<file path="config.mk">
export PLATFORM = sky130hd
export DESIGN_NAME = rename_reg_file
export DESIGN_NICKNAME = d
export VERILOG_FILES = /design/src/rtl/rf_pkg.sv /design/src/rtl/rf_read_port.sv /design/src/rtl/rename_reg_file.sv
export SDC_FILE = /design/constraint.sdc
export NUM_CORES = 2
export LEC_CHECK = 0
export BUFFER_PORTS_ARGS = -buffer_cell sky130_fd_sc_hd__buf_2
export CAP_MARGIN = 10
export CORE_ASPECT_RATIO = 1.5
export CORE_MARGIN = 8
export CORE_UTILIZATION = 45
export DETAILED_ROUTE_END_ITERATION = 12
export SYNTH_ARGS = -nofsm -noshare
export SYNTH_HDL_FRONTEND = slang
export SYNTH_SLANG_ARGS = --single-unit
</file>
<file path="constraint.sdc">
create_clock -name clk_in -period 6.9 [get_ports clk_in]
set_clock_uncertainty 0.05 [all_clocks]
set_input_delay 0.345 -clock clk_in [delete_from_list [all_inputs] [get_ports clk_in]]
set_output_delay 0.345 -clock clk_in [all_outputs]
set_load 0.005 [all_outputs]
</file>
<file path="src/rtl/rf_pkg.sv">
// Shared widths, types and helpers for the rename-aware architectural register file.
package rf_pkg;
  localparam int XLEN  = 32;
  localparam int NREG  = 32;
  localparam int AW    = $clog2(NREG);
  localparam int TAG_W = 4;

  typedef logic [AW-1:0]    reg_addr_t;
  typedef logic [TAG_W-1:0] rob_tag_t;
  typedef logic [XLEN-1:0]  xdata_t;

  function automatic logic [AW:0] popcount(input logic [NREG-1:0] v);
    logic [AW:0] c;
    c = '0;
    for (int i = 0; i < NREG; i++) c = c + (AW+1)'(v[i]);
    return c;
  endfunction
endpackage

</file>
<file path="src/rtl/rf_read_port.sv">
// One operand lookup: stored entry plus same-cycle commit bypass (highest matching port wins).
module rf_read_port
  import rf_pkg::*;
#(
  parameter int NCM = 2
) (
  input  logic                       rdy_i,
  input  logic [AW-1:0]              addr_i,
  input  logic                       ent_busy_i,
  input  logic [TAG_W-1:0]           ent_tag_i,
  input  logic [XLEN-1:0]            ent_data_i,
  input  logic [NCM-1:0]             cm_vld_i,
  input  logic [NCM-1:0][AW-1:0]     cm_rd_i,
  input  logic [NCM-1:0][TAG_W-1:0]  cm_tag_i,
  input  logic [NCM-1:0][XLEN-1:0]   cm_data_i,
  output logic                       busy_o,
  output logic [TAG_W-1:0]           tag_o,
  output logic [XLEN-1:0]            data_o
);
  always_comb begin
    busy_o = ent_busy_i;
    tag_o  = ent_tag_i;
    data_o = ent_data_i;
    // A commit only bypasses if it will actually retire this cycle (rdy high).
    for (int p = 0; p < NCM; p++) begin
      if (rdy_i && ent_busy_i && cm_vld_i[p] && cm_rd_i[p] == addr_i &&
          cm_tag_i[p] == ent_tag_i) begin
        busy_o = 1'b0;
        data_o = cm_data_i[p];
      end
    end
    if (addr_i == '0) begin
      busy_o = 1'b0;
      tag_o  = '0;
      data_o = '0;
    end
  end
endmodule

</file>
<file path="src/rtl/rename_reg_file.sv">
// Architectural register file with per-register busy/ROB-tag rename status,
// tag-matched commit clear, commit bypass on reads and global flush.
module rename_reg_file
  import rf_pkg::*;
#(
  parameter int NRD = 2,
  parameter int NCM = 2
) (
  input  logic                       clk_in,
  input  logic                       rst_n_in,
  input  logic                       rdy_in,
  input  logic                       flush_in,
  input  logic                       iss_vld,
  input  logic [AW-1:0]              iss_rd,
  input  logic [TAG_W-1:0]           iss_tag,
  input  logic [NCM-1:0]             cm_vld,
  input  logic [NCM-1:0][AW-1:0]     cm_rd,
  input  logic [NCM-1:0][TAG_W-1:0]  cm_tag,
  input  logic [NCM-1:0][XLEN-1:0]   cm_data,
  input  logic [NRD-1:0][AW-1:0]     rd_addr,
  output logic [NRD-1:0]             rd_busy,
  output logic [NRD-1:0][TAG_W-1:0]  rd_tag,
  output logic [NRD-1:0][XLEN-1:0]   rd_data,
  output logic [AW:0]                busy_cnt
);
  xdata_t   [NREG-1:0] data_q, data_d;
  rob_tag_t [NREG-1:0] tag_q, tag_d;
  logic     [NREG-1:0] busy_q, busy_d;
  logic     [AW:0]     busy_cnt_q;

  always_comb begin
    data_d = data_q;
    tag_d  = tag_q;
    busy_d = busy_q;
    if (rdy_in) begin
      for (int p = 0; p < NCM; p++)
        if (cm_vld[p] && cm_rd[p] != '0) data_d[cm_rd[p]] = cm_data[p];
      // Clear compares against the pre-edge tag, so a stale commit leaves busy set.
      for (int p = 0; p < NCM; p++)
        if (cm_vld[p] && cm_rd[p] != '0 && busy_q[cm_rd[p]] && tag_q[cm_rd[p]] == cm_tag[p])
          busy_d[cm_rd[p]] = 1'b0;
      if (flush_in) begin
        busy_d = '0;
      end else if (iss_vld && iss_rd != '0) begin
        busy_d[iss_rd] = 1'b1;
        tag_d[iss_rd]  = iss_tag;
      end
    end
  end

  always_ff @(posedge clk_in or negedge rst_n_in) begin
    if (!rst_n_in) begin
      data_q     <= '0;
      tag_q      <= '0;
      busy_q     <= '0;
      busy_cnt_q <= '0;
    end else begin
      data_q     <= data_d;
      tag_q      <= tag_d;
      busy_q     <= busy_d;
      busy_cnt_q <= popcount(busy_d);
    end
  end

  assign busy_cnt = busy_cnt_q;

  for (genvar r = 0; r < NRD; r++) begin : g_rd
    rf_read_port #(.NCM(NCM)) u_rd (
      .rdy_i     (rdy_in),
      .addr_i    (rd_addr[r]),
      .ent_busy_i(busy_q[rd_addr[r]]),
      .ent_tag_i (tag_q[rd_addr[r]]),
      .ent_data_i(data_q[rd_addr[r]]),
      .cm_vld_i  (cm_vld),
      .cm_rd_i   (cm_rd),
      .cm_tag_i  (cm_tag),
      .cm_data_i (cm_data),
      .busy_o    (rd_busy[r]),
      .tag_o     (rd_tag[r]),
      .data_o    (rd_data[r])
    );
  end
endmodule

</file>
==> impl_summary.txt <==
----------------------------------------------------
[STA]
  Final Hold Slack ... 92.31 ps
  Fmax achieved ... 146.9 MHz
  Transition time at the pin with the least slew margin ... 1456 ps
  Total count of max-transition violations in the final report ... 0
  Worst relative slew slack ... 2.705%
  Slack of the critical path ... 91.71 ps
  Final Cycle Share ... 98.67%
  Shortest clock period the worst path allows after layout ... 6808 ps
  Endpoints failing setup ... 0
  Setup repair after global routing missed its margin ... yes
  Sum of negative setup slack ... 0 ps
  Fin. Hold Viols ... 0

[Power and ir drop]
  Internal ... 16.61 mW
  Net load switching power ... 8.215 mW
  Combinational cell fraction of total power ... 30.2%
  Leakage ... 33.70 nW
  Clock share of power ... 29.5%
  Cell area power density ... 295.9 mW/mm^2
  Total power draw ... 24.82 mW
  Sequential fraction of design power ... 40.3%
  Largest voltage drop on the vdd net ... 288.3 uV
  Fraction of power spent switching nets ... 33.10%

[Clocking]
  Number of buffers created by CTS ... 120
  Sinks on Clock Net ... 1190
  Clk Latency, worst-skew pair ... 830 ps
  Clock root buffer ... clkbuf_16
  Buffers from clock root to sink, at most ... 3
  Clock-pin slew of the registers on the worst-case setup and hold paths ... 70 ps
  Level count of the clock H-tree ... 3
  TritonCTS clock tree ... done

[Die]
  Area inside the core boundary ... 0.1655 mm^2
  Horizontal die dimension ... 349.2 um
  Initial Util ... 45.27%
  Die Footprint ... 0.1801 mm^2
  Top Ports ... 188
  Die Span Y ... 515.8 um
  Placement Rows ... 183

[Global route]
  Met1 GRT Util ... 47.21%
  Aggregate global routing overflow ... 0
  Number of antenna violations at the first check in global routing ... 52
  Met2 track demand over resource in global routing ... 58.24%
  First-pass GRT wire length ... 526100 um
  Vias in the first global route ... 69890
  Largest net degree at the start of global routing ... 212
  Met3 layer usage reported by global route ... 18.13%
  Layer carrying the most global-route usage ... met2
  All-layer global routing usage ... 40.84%

[Routing]
  Count of antenna-violating nets left after detailed routing ... 0
  Number of detailed-route iterations in the first pass ... 9
  Remaining design rule violation count ... 0
  Total Routed Length ... 377700 um
  Iteration-0 DRC count of the detailed router ... 11390
  Average wire per standard cell ... 41.02 um
  Total number of vias ... 70730
  Avg Vias per Cell ... 7.681

[Synthesis]
  Netlist area before placement ... 0.07495 mm^2
  Flops & latches, synth ... 1190
  Fraction of registers with async set or reset after synthesis ... 100.0%
  Cell taking the most area after synthesis ... dfrtp_1
  Sequential area share after synthesis ... 39.73%
  Ranking of synthesized cells by area ... dfrtp_1 (40%), mux4_2 (24%), o22ai_1 (8.4%), a21oi_1 (6.9%), nor2_1 (5.3%)
  Count of flip-flops with a built-in enable after synthesis ... 0
  Yosys top cell area share ... 39.73%
  Per-instance average area after synthesis ... 10.63 um^2
  Ys flop type ... dfrtp_1
  Net count after synthesis ... 7187
  Synthesized instance count ... 7048
  YS warnings ... 0
  Number of different library cells in the post-synthesis netlist ... 73

[Worst setup path]
  Beginning of the critical path ... tag_q[35]
  Cell mode on critical path ... fa_1
  Crit Path Max Fanout ... 8
  Required time of the worst setup path ... 7570 ps
  Arrival time of data at the critical path endpoint ... 7480 ps
  Worst R2R Setup Slack ... 90 ps
  Cell count of the worst reg-to-reg path ... 22
  End point of the critical path ... busy_cnt[4]
  Combined buffer and inverter count along the critical path ... 3
  Endpoint type of the worst setup path ... flip-flop
  Chain of cells forming the critical path ... mux4_2 -> a22oi_1 -> nand4_1 -> xnor2_2 -> nor2_2 -> buf_6 -> nand4_1 -> o41ai_4 -> buf_4 -> o221a_4 -> fa_1 -> fa_2 -> fa_1 -> inv_2 -> fa_2 -> fa_1 -> fa_1 -> ha_2 -> fa_2 -> a21o_1 -> a21oi_2 -> xnor2_1
  Element type at the critical path start ... flip-flop
  Largest delay contributor family on the critical path ... adder cells
  Slowest cell on the critical path ... fa_1
  End of the worst register-to-register path ... busy_cnt[4]
  Type of the worst setup path ... flip-flop to flip-flop
  Number of cells on the critical path ... 22
  Largest stage delay on the critical path ... 550 ps
  Worst R2R Start ... tag_q[35]

[Cells and area]
  Fraction of layout instances using a drive strength above 1 ... 29.62%
  Top library cells by usage in the layout, fill and taps aside ... dfrtp_1 (1190), nor2_1 (1047), a21oi_1 (1013)
  Final core area utilization ... 50.67%
  Area growth from synthesis to final layout ... 11.93%
  Post-layout instance count excluding filler cells ... 9209
  Leading cell type in the layout, fill and taps excluded ... dfrtp_1
  Nets ... 6988
  Finished Cell Area ... 0.08389 mm^2

[Flow run]
  Max-capacitance violation count ... 0

[Place]
  Post-Place Cell Area ... 0.07910 mm^2
  Final weighted congestion in routability-driven placement ... 0.9964
  HPWL after detailed placement ... 214000 um
  Worst slack, placed ... -713.2 ps
  IO Port Bufs ... 187
  Cell total after placement ... 8936

[Hold path]
  Path type of the worst min-delay path ... input port to flip-flop

[Status]
  Outcome ... finished, final reports clean

----------------------------------------------------
==> sequential cells by signal, indices dropped and copies added, names as in the netlist <==
register  count
tag_q       128
busy_q       32
data_q     1024
busy_cnt      6
==> per-layer routing <==
| layer | share of wire [%] | up-vias |
|---|---|---|
| met5 | 0.079 | - |
| met4 | 10 | 30 |
| met3 | 16 | 2102 |
| met2 | 43 | 6747 |
| met1 | 32 | 35300 |
| li1 | - | 26550 |
==> layout make-up <==
class	instances	area (um^2)
Antenna cell	38	95.09
Clock buffer	165	3452
Clock inverter	59	809.5
Fill cell	14750	81660
Inverter	46	178.9
Multi-Input combinational cell	4833	41940
Sequential cell	1190	29780
Tap cell	2220	2778
Timing Repair Buffer	658	4857
==> worst register-to-register path: stages (launching register included) <==
cell and delay (ps):
dfrtp_1 430, mux4_2 520, a22oi_1 170, nand4_1 260
xnor2_2 420, nor2_2 100, buf_6 160, nand4_1 150
o41ai_4 110, buf_4 160, o221a_4 210, fa_1 550
fa_2 450, fa_1 530, inv_2 50, fa_2 540
fa_1 430, fa_1 460, ha_2 200, fa_2 340
a21o_1 200, a21oi_2 130, xnor2_1 120
==> Yosys cell counts (all sizes together), types with 31 or more instances <==
library cell  number
nand2            104
mux2i             70
mux2             225
o21ai             55
clkbuf           715
inv               46
nor2            1054
dfrtp           1190
a22oi             52
a22o              33
mux4             789
nand3             79
nand2b            31
o22ai           1004
buf              264
a21oi           1039
==> how the worst min path moves through the flow <==
stage / startpoint / cells past startpoint / endpoint / slack [ps]
2_1_floorplan: rst_n_in / 0 / busy_cnt[0] / -0.6
3_3_place_gp: data_q[10] / 0 / data_q[10] / 330
3_5_place_dp: data_q[23] / 0 / data_q[23] / 330
4_1_cts: cm_data[30] / 3 / data_q[926] / 80
5_1_grt: cm_data[7] / 3 / data_q[39] / 120
6_report: cm_data[30] / 3 / data_q[926] / 90
==> repair_timing <==
| item | in CTS | in global routing |
|---|---|---|
| resized for setup | 45 | 20 |
| setup endpoints to repair | 4 | 5 |
| pin swaps | 36 | 29 |
| buffers inserted | 4 | 3 |
| endpoints found under the hold margin | 117 | 0 |
| hold buffers | 3 | 0 |
==> logic make-up (layout without fill, tap and decap cells) <==
group | after synthesis | after routing | share of synthesized area [%]
XOR/XNOR | 40 | 40 | 0.4675
AO/OA/AOI/OAI | 2269 | 2269 | 17.64
AND/OR/NAND/NOR | 1409 | 1409 | 7.905
buffers and inverters | 1025 | 928 | 5.474
adder cells (fa/ha/maj) | 31 | 31 | 0.7579
other | 0 | 38 | 0
flip-flops | 1190 | 1190 | 39.73
multiplexers | 1084 | 1084 | 28.03
==> power groups by stage <==
stage / logic [mW] / clock network [mW] / registers (mW)
floorplan: 5.00 / 0 / 9.66
global placement: 7.13 / 0 / 9.93
detailed placement: 7.26 / 0 / 10.1
CTS: 7.35 / 7.30 / 9.96
global route: 7.99 / 7.54 / 10.2
finish: 7.50 / 7.32 / 10.0
No activity file was read; power rests on OpenSTA's default activity.
